$ cat config.mk
export PLATFORM = sky130hd
export DESIGN_NAME = dp_ctrl_unit_flat
export DESIGN_NICKNAME = d
export VERILOG_FILES = /design/src/rtl/dp_ctrl_unit_pkg.sv /design/src/rtl/dp_ctrl_unit_if.sv /design/src/rtl/dp_ctrl_unit_cond_check.sv /design/src/rtl/dp_ctrl_unit.sv /design/src/flat_wrapper.sv
export SDC_FILE = /design/constraint.sdc
export NUM_CORES = 1
export LEC_CHECK = 0
export CAP_MARGIN = 20
export CORE_MARGIN = 5
export CORE_UTILIZATION = 45
export DETAILED_ROUTE_END_ITERATION = 6
export GPL_TIMING_DRIVEN = 0
export PLACE_DENSITY = 0.73
export SYNTH_ARGS = -nofsm -noshare
export SYNTH_HDL_FRONTEND = slang
export SYNTH_SLANG_ARGS = --single-unit
$ cat constraint.sdc
create_clock -name clk -period 3.6 [get_ports clk]
set_clock_uncertainty 0.15 [all_clocks]
set_input_delay 0.36 -clock clk [delete_from_list [all_inputs] [get_ports clk]]
set_output_delay 0.36 -clock clk [all_outputs]
set_load 0.005 [all_outputs]
$ cat src/rtl/dp_ctrl_unit_pkg.sv
// Shared definitions for the data-processing decode/control unit: command encodings,
// ALU op and condition enumerations, NZCV bit positions and the decode helper.
package dp_ctrl_unit_pkg;

  localparam logic [3:0] CmdAnd = 4'b0000;
  localparam logic [3:0] CmdEor = 4'b0001;
  localparam logic [3:0] CmdSub = 4'b0010;
  localparam logic [3:0] CmdAdd = 4'b0100;
  localparam logic [3:0] CmdTst = 4'b1000;
  localparam logic [3:0] CmdCmp = 4'b1010;
  localparam logic [3:0] CmdCmn = 4'b1011;
  localparam logic [3:0] CmdOrr = 4'b1100;
  localparam logic [3:0] CmdMov = 4'b1101;

  localparam int unsigned FlagN = 3;
  localparam int unsigned FlagZ = 2;
  localparam int unsigned FlagC = 1;
  localparam int unsigned FlagV = 0;

  typedef enum logic [2:0] {
    AluAdd = 3'd0,
    AluSub = 3'd1,
    AluAnd = 3'd2,
    AluOrr = 3'd3,
    AluEor = 3'd4,
    AluMov = 3'd5
  } alu_op_e;

  typedef enum logic [3:0] {
    CondEq = 4'b0000,
    CondNe = 4'b0001,
    CondCs = 4'b0010,
    CondCc = 4'b0011,
    CondMi = 4'b0100,
    CondPl = 4'b0101,
    CondVs = 4'b0110,
    CondVc = 4'b0111,
    CondHi = 4'b1000,
    CondLs = 4'b1001,
    CondGe = 4'b1010,
    CondLt = 4'b1011,
    CondGt = 4'b1100,
    CondLe = 4'b1101,
    CondAl = 4'b1110,
    CondNv = 4'b1111
  } cond_e;

  typedef struct packed {
    alu_op_e    alu;
    logic [1:0] flag_w;
    logic       no_write;
    logic       illegal;
  } dec_t;

  // Ungated decode; the condition result is applied by the caller.
  function automatic dec_t decode(input logic alu_op, input logic [3:0] cmd, input logic s);
    dec_t d;
    d.alu      = AluAdd;
    d.flag_w   = 2'b00;
    d.no_write = 1'b0;
    d.illegal  = 1'b0;
    if (alu_op) begin
      case (cmd)
        CmdAdd: begin d.alu = AluAdd; d.flag_w = {s, s};    end
        CmdSub: begin d.alu = AluSub; d.flag_w = {s, s};    end
        CmdAnd: begin d.alu = AluAnd; d.flag_w = {s, 1'b0}; end
        CmdOrr: begin d.alu = AluOrr; d.flag_w = {s, 1'b0}; end
        CmdEor: begin d.alu = AluEor; d.flag_w = {s, 1'b0}; end
        CmdMov: begin d.alu = AluMov; d.flag_w = {s, 1'b0}; end
        CmdCmp: begin d.alu = AluSub; d.flag_w = 2'b11; d.no_write = 1'b1; end
        CmdCmn: begin d.alu = AluAdd; d.flag_w = 2'b11; d.no_write = 1'b1; end
        CmdTst: begin d.alu = AluAnd; d.flag_w = 2'b10; d.no_write = 1'b1; end
        default: begin d.no_write = 1'b1; d.illegal = 1'b1; end
      endcase
    end
    return d;
  endfunction

endpackage

$ cat src/rtl/dp_ctrl_unit_if.sv
// Decode-side and output-side handshake bundle of the decode/control unit.
interface dp_ctrl_unit_if #(
  parameter int unsigned ALUCTRL_W = 3
);
  logic                 in_valid;
  logic                 in_ready;
  logic                 alu_op;
  logic [5:0]           funct;
  logic [3:0]           cond;
  logic                 out_valid;
  logic                 out_ready;
  logic [ALUCTRL_W-1:0] alu_control;
  logic [1:0]           flag_write;
  logic                 no_write;
  logic                 cond_ex;
  logic                 illegal;

  modport master (
    output in_valid, alu_op, funct, cond, out_ready,
    input  in_ready, out_valid, alu_control, flag_write, no_write, cond_ex, illegal
  );

  modport slave (
    input  in_valid, alu_op, funct, cond, out_ready,
    output in_ready, out_valid, alu_control, flag_write, no_write, cond_ex, illegal
  );
endinterface

$ cat src/rtl/dp_ctrl_unit_cond_check.sv
// Combinational ARM condition-code evaluation against an NZCV value.
module cond_check
  import dp_ctrl_unit_pkg::*;
(
  input  logic [3:0] cond,
  input  logic [3:0] flags,
  output logic       cond_ex
);
  logic n, z, c, v;

  always_comb begin
    n = flags[FlagN];
    z = flags[FlagZ];
    c = flags[FlagC];
    v = flags[FlagV];
    cond_ex = 1'b0;
    case (cond_e'(cond))
      CondEq: cond_ex = z;
      CondNe: cond_ex = ~z;
      CondCs: cond_ex = c;
      CondCc: cond_ex = ~c;
      CondMi: cond_ex = n;
      CondPl: cond_ex = ~n;
      CondVs: cond_ex = v;
      CondVc: cond_ex = ~v;
      CondHi: cond_ex = c & ~z;
      CondLs: cond_ex = ~c | z;
      CondGe: cond_ex = (n == v);
      CondLt: cond_ex = (n != v);
      CondGt: cond_ex = ~z & (n == v);
      CondLe: cond_ex = z | (n != v);
      CondAl: cond_ex = 1'b1;
      default: cond_ex = 1'b0;
    endcase
  end
endmodule

$ cat src/rtl/dp_ctrl_unit.sv
// One-entry decode register for data-processing instructions with condition evaluation,
// architectural NZCV register and a saturating illegal-op counter.
module dp_ctrl_unit
  import dp_ctrl_unit_pkg::*;
#(
  parameter int unsigned ALUCTRL_W = 3,
  parameter int unsigned ERRCNT_W  = 8
) (
  input  logic                clk,
  input  logic                reset_n,
  dp_ctrl_unit_if.slave       bus,
  input  logic [3:0]          alu_flags,
  input  logic                flags_en,
  output logic [3:0]          flags,
  output logic [ERRCNT_W-1:0] err_cnt
);
  logic                 out_valid_q, out_valid_d;
  logic [ALUCTRL_W-1:0] alu_control_q, alu_control_d;
  logic [1:0]           flag_write_q, flag_write_d;
  logic                 no_write_q, no_write_d;
  logic                 cond_ex_q, cond_ex_d;
  logic                 illegal_q, illegal_d;
  logic [3:0]           flags_q, flags_d;
  logic [ERRCNT_W-1:0]  err_cnt_q, err_cnt_d;

  logic in_ready, load, cond_ex_new;
  dec_t dec;
  logic unused_funct;

  assign unused_funct = bus.funct[5];
  assign in_ready     = ~out_valid_q | bus.out_ready;
  assign load         = bus.in_valid & in_ready;
  assign dec          = decode(bus.alu_op, bus.funct[4:1], bus.funct[0]);

  // Post-update flags; also feeds the condition check so a same-cycle load sees them.
  always_comb begin
    flags_d = flags_q;
    if (flags_en && out_valid_q) begin
      if (flag_write_q[1]) begin
        flags_d[FlagN] = alu_flags[FlagN];
        flags_d[FlagZ] = alu_flags[FlagZ];
      end
      if (flag_write_q[0]) begin
        flags_d[FlagC] = alu_flags[FlagC];
        flags_d[FlagV] = alu_flags[FlagV];
      end
    end
  end

  cond_check u_cond_check (
    .cond    (bus.cond),
    .flags   (flags_d),
    .cond_ex (cond_ex_new)
  );

  always_comb begin
    out_valid_d   = out_valid_q;
    alu_control_d = alu_control_q;
    flag_write_d  = flag_write_q;
    no_write_d    = no_write_q;
    cond_ex_d     = cond_ex_q;
    illegal_d     = illegal_q;
    err_cnt_d     = err_cnt_q;
    if (load) begin
      out_valid_d   = 1'b1;
      alu_control_d = ALUCTRL_W'(dec.alu);
      flag_write_d  = dec.flag_w & {2{cond_ex_new}};
      no_write_d    = dec.no_write | ~cond_ex_new;
      cond_ex_d     = cond_ex_new;
      illegal_d     = dec.illegal;
      if (dec.illegal && (err_cnt_q != '1)) begin
        err_cnt_d = err_cnt_q + ERRCNT_W'(1);
      end
    end else if (bus.out_ready) begin
      out_valid_d = 1'b0;
    end
  end

  always_ff @(posedge clk or negedge reset_n) begin
    if (!reset_n) begin
      out_valid_q   <= 1'b0;
      alu_control_q <= '0;
      flag_write_q  <= 2'b00;
      no_write_q    <= 1'b0;
      cond_ex_q     <= 1'b0;
      illegal_q     <= 1'b0;
      flags_q       <= 4'b0000;
      err_cnt_q     <= '0;
    end else begin
      out_valid_q   <= out_valid_d;
      alu_control_q <= alu_control_d;
      flag_write_q  <= flag_write_d;
      no_write_q    <= no_write_d;
      cond_ex_q     <= cond_ex_d;
      illegal_q     <= illegal_d;
      flags_q       <= flags_d;
      err_cnt_q     <= err_cnt_d;
    end
  end

  assign bus.in_ready    = in_ready;
  assign bus.out_valid   = out_valid_q;
  assign bus.alu_control = alu_control_q;
  assign bus.flag_write  = flag_write_q;
  assign bus.no_write    = no_write_q;
  assign bus.cond_ex     = cond_ex_q;
  assign bus.illegal     = illegal_q;
  assign flags           = flags_q;
  assign err_cnt         = err_cnt_q;
endmodule

$ cat src/flat_wrapper.sv
// flat-port wrapper written by rule: the top's interface ports become plain ports
module dp_ctrl_unit_flat import dp_ctrl_unit_pkg::*;
#(
  parameter int unsigned ALUCTRL_W = 3,
  parameter int unsigned ERRCNT_W  = 8
)
  (clk, reset_n, alu_flags, flags_en, flags, err_cnt, bus_in_valid, bus_alu_op, bus_funct, bus_cond, bus_out_ready, bus_in_ready, bus_out_valid, bus_alu_control, bus_flag_write, bus_no_write, bus_cond_ex, bus_illegal);
  dp_ctrl_unit_if #(.ALUCTRL_W(ALUCTRL_W)) bus_i ();
  input  logic clk;
  input  logic reset_n;
  input  logic [3:0] alu_flags;
  input  logic flags_en;
  output logic [3:0] flags;
  output logic [ERRCNT_W-1:0] err_cnt;
  input wire logic [$bits(bus_i.in_valid)-1:0] bus_in_valid;
  input wire logic [$bits(bus_i.alu_op)-1:0] bus_alu_op;
  input wire logic [$bits(bus_i.funct)-1:0] bus_funct;
  input wire logic [$bits(bus_i.cond)-1:0] bus_cond;
  input wire logic [$bits(bus_i.out_ready)-1:0] bus_out_ready;
  output wire logic [$bits(bus_i.in_ready)-1:0] bus_in_ready;
  output wire logic [$bits(bus_i.out_valid)-1:0] bus_out_valid;
  output wire logic [$bits(bus_i.alu_control)-1:0] bus_alu_control;
  output wire logic [$bits(bus_i.flag_write)-1:0] bus_flag_write;
  output wire logic [$bits(bus_i.no_write)-1:0] bus_no_write;
  output wire logic [$bits(bus_i.cond_ex)-1:0] bus_cond_ex;
  output wire logic [$bits(bus_i.illegal)-1:0] bus_illegal;
  assign bus_i.in_valid = bus_in_valid;
  assign bus_i.alu_op = bus_alu_op;
  assign bus_i.funct = bus_funct;
  assign bus_i.cond = bus_cond;
  assign bus_i.out_ready = bus_out_ready;
  assign bus_in_ready = bus_i.in_ready;
  assign bus_out_valid = bus_i.out_valid;
  assign bus_alu_control = bus_i.alu_control;
  assign bus_flag_write = bus_i.flag_write;
  assign bus_no_write = bus_i.no_write;
  assign bus_cond_ex = bus_i.cond_ex;
  assign bus_illegal = bus_i.illegal;
  dp_ctrl_unit #(.ALUCTRL_W(ALUCTRL_W), .ERRCNT_W(ERRCNT_W)) u_core (.clk(clk), .reset_n(reset_n), .bus(bus_i), .alu_flags(alu_flags), .flags_en(flags_en), .flags(flags), .err_cnt(err_cnt));
endmodule
==> impl_metrics.tcl <==
set metrics [dict create \
    avgViaCountPerCell 5.51 \
    fillerInstances 257 \
    die_h_um 66.9 \
    grt_pass1_vias 1300 \
    synth.distinct_cells 48 \
    clk_latency_ns 0.30 \
    worst_slew_pin_slew_ns 0.711 \
    cp-endpoint "u_core.bus.no_write$_DFFE_PN0P_" \
    portBuffers 35 \
    drive_gt1_share_pct 8.54 \
    rsz0062_at_grt "false" \
    vias 1338 \
    hp-class "in2async" \
    root_buffer "clkbuf_4" \
    maxCapViolations 0 \
    ctsLongestPathBuffers 2 \
    clock_sinks 21 \
    cp.arrival_ns 2.31 \
    final_cells 243 \
    final_cell_mix "clkdlybuf4s50_1, dfrtp_1, nand2_1" \
    cts_resized 0 \
    status "complete, no violations" \
    antenna_found_initial 0 \
    syn_area_per_cell_um2 9.16 \
    ant_nets 0 \
    clk_pin_slew_worst_paths_ns 0.13 \
    synth_top_family_by_area "simple AND/OR/NAND/NOR gates" \
    ys_ff_latch 21 \
    fin_ws_ns 1.35 \
    ff2ff_path_depth 7 \
    h-tree-depth 1 \
    power_leakage_uw 0.000809 \
    yosysSeqAreaShare_pct 36.1 \
    grt_max_degree 22 \
    drtIter0Drc 40 \
    rrSetupSlack_ns 1.45 \
    grt_pass1_wl_mm 5.75 \
    die-area_um2 4470 \
    synth_top_area_share_pct 36.1 \
    dp_slack_ns 1.03 \
    fmax_mhz 444 \
    crit_start "bus_cond[0]" \
    wire_per_inst_um 14.2 \
    r2r-end "u_core.bus.no_write$_DFFE_PN0P_" \
    worstPathRequired_ns 3.66 \
    diodes 0 \
    power.density_nw_per_um2 433 \
    cts_buffers 3 \
    fin_setup_tns_ns 0 \
    num_io_pins 42 \
    synthAdderAreaFrac_pct 0.859 \
    syn_area_um2 1460 \
    hold_violations 0 \
    ys_warn_count 0 \
    dieWidth_um 66.9 \
    synth_xor_area_share_pct 6.53 \
    relSlewSlack_pct 52.0 \
    row_count 20 \
    synth_nets 180 \
    finalCriticalPeriod_ns 2.25 \
    cts_tree "yes" \
    cts_hold_buf 0 \
    ir_drop_mv 0.321 \
    syn2layout_area_growth_pct 31.6 \
    async_flop_share_pct 100 \
    coreArea_um2 3080 \
    routabilityCongestion 0.844 \
    first_pass_iters 4 \
    synth_compound_area_share_pct 20.6 \
    wirelength_mm 3.46 \
    reg2reg_from "u_core.bus.out_valid$_DFFE_PN0P_" \
    grt_use_total_pct 16.3 \
    drc 0 \
    worstSetupStartpointType "primary input" \
    path_max_fanout 10 \
    period_share_pct 62.5 \
    critPathCaptureType "register" \
    setup_violations 0 \
    synthMuxAreaShare_pct 4.38 \
    synth-main-ff-cell "dfrtp_1" \
    start_util_pct 47.3 \
    post-dp-hpwl_mm 2.70 \
    final_nets 221 \
    synthSimpleGateAreaFrac_pct 27.0 \
    crit_type "in2reg" \
    finalMaxSlewViolations 0 \
    grt_overflow 0 \
    synth_cells 159 \
    synth_area_leaders "dfrtp_1, nand2_1, nand3b_1" \
    postCtsSetupBuffers 0 \
    post-place-cells 238 \
    synth_edf_count 0 \
    synth_area_leader_cell "dfrtp_1" \
    final_common_cell "clkdlybuf4s50_1" \
]
## synthesized netlist by cell type (2+ instances only)
master / n
nor2b_1: 5
xnor2_1: 5
nand2_1: 19
nand2b_1: 6
a21oi_1: 5
o211ai_1: 5
buf_6: 2
nor3b_1: 4
and3_1: 3
nand4_1: 2
clkbuf_1: 5
inv_1: 3
a211oi_1: 2
o21ai_0: 6
a21o_1: 3
a22o_1: 3
xor2_1: 4
dfrtp_1: 21
a21boi_0: 2
buf_2: 2
nor2_1: 9
nand3b_1: 7
nand3_1: 7
and4_1: 2
mux2i_1: 3
o2111ai_1: 2
## worst max-delay path, stage by stage
cell and delay, ns:
clkdlybuf4s50_1 0.58, clkbuf_1 0.37, nand3b_1 0.16, a211oi_1 0.20
a211oi_1 0.08, a21oi_1 0.28, o211ai_1 0.14, o211a_1 0.15
## sequential cells by signal, indices dropped and copies added, names as in the netlist
signal                  flops
u_core.bus.alu_control      3
u_core.bus.cond_ex          1
u_core.bus.flag_write       2
u_core.bus.illegal          1
u_core.bus.no_write         1
u_core.bus.out_valid        1
u_core.err_cnt              8
u_core.flags                4
## cell type report
class | count | area [um^2] | area share (%)
timing repair buffer | 36 | 378 | 19.7
clock inverter | 1 | 5.00 | 0.261
inverter | 4 | 15.0 | 0.783
multi-input combinational | 125 | 865 | 45.1
tap | 44 | 55.1 | 2.87
buffer | 9 | 51.3 | 2.68
sequential | 21 | 526 | 27.4
clock buffer | 3 | 22.5 | 1.17
## where the power goes
group	total (uW)	internal, uW	switching [uW]
Clock	114	41.3	72.6
Combinational	362	210	152
Sequential	354	291	62.7
## worst min path at each step
stage	cells after the start	from	to
2_1_floorplan	0	reset_n	u_core.bus.alu_control[0]$_DFFE_PN0P_
3_3_place_gp	2	u_core.bus.alu_control[2]$_DFFE_PN0P_	u_core.bus.alu_control[2]$_DFFE_PN0P_
3_5_place_dp	2	u_core.bus.alu_control[2]$_DFFE_PN0P_	u_core.bus.alu_control[2]$_DFFE_PN0P_
4_1_cts	3	bus_funct[1]	u_core.bus.alu_control[2]$_DFFE_PN0P_
5_1_grt	1	reset_n	u_core.bus.alu_control[1]$_DFFE_PN0P_
6_report	1	reset_n	u_core.bus.alu_control[1]$_DFFE_PN0P_
## metal layers
metal  vias up  routed length [um]  global-route usage, %
met3         2                 229                   3.88
met4         0                  15                   3.29
met2        39                1560                   27.5
met1       631                1660                   21.3
met5         -                   0                      0
li1        666                   -                      -
## kinds of logic after synthesis
| family | count (synthesis) |
|---|---|
| AO/OA/AOI/OAI | 39 |
| XOR/XNOR | 10 |
| adder cells (fa/ha/maj) | 1 |
| buffers and inverters | 13 |
| flip-flops | 21 |
| multiplexers | 5 |
| AND/OR/NAND/NOR | 70 |
## stage by stage
stage	power [uW]	util [%]	hold WS, ns	cell area, um^2
3_5_place_dp	717	60.5	0.318	1860
4_1_cts	834	61.4	0.166	1890
5_1_grt	887	62.3	0.139	1920
3_3_place_gp	709	60.5	0.307	1860
2_1_floorplan	536	-	-0.0856	1460
6_report	830	62.3	0.141	1920
Power figures use the tool's default switching activity.
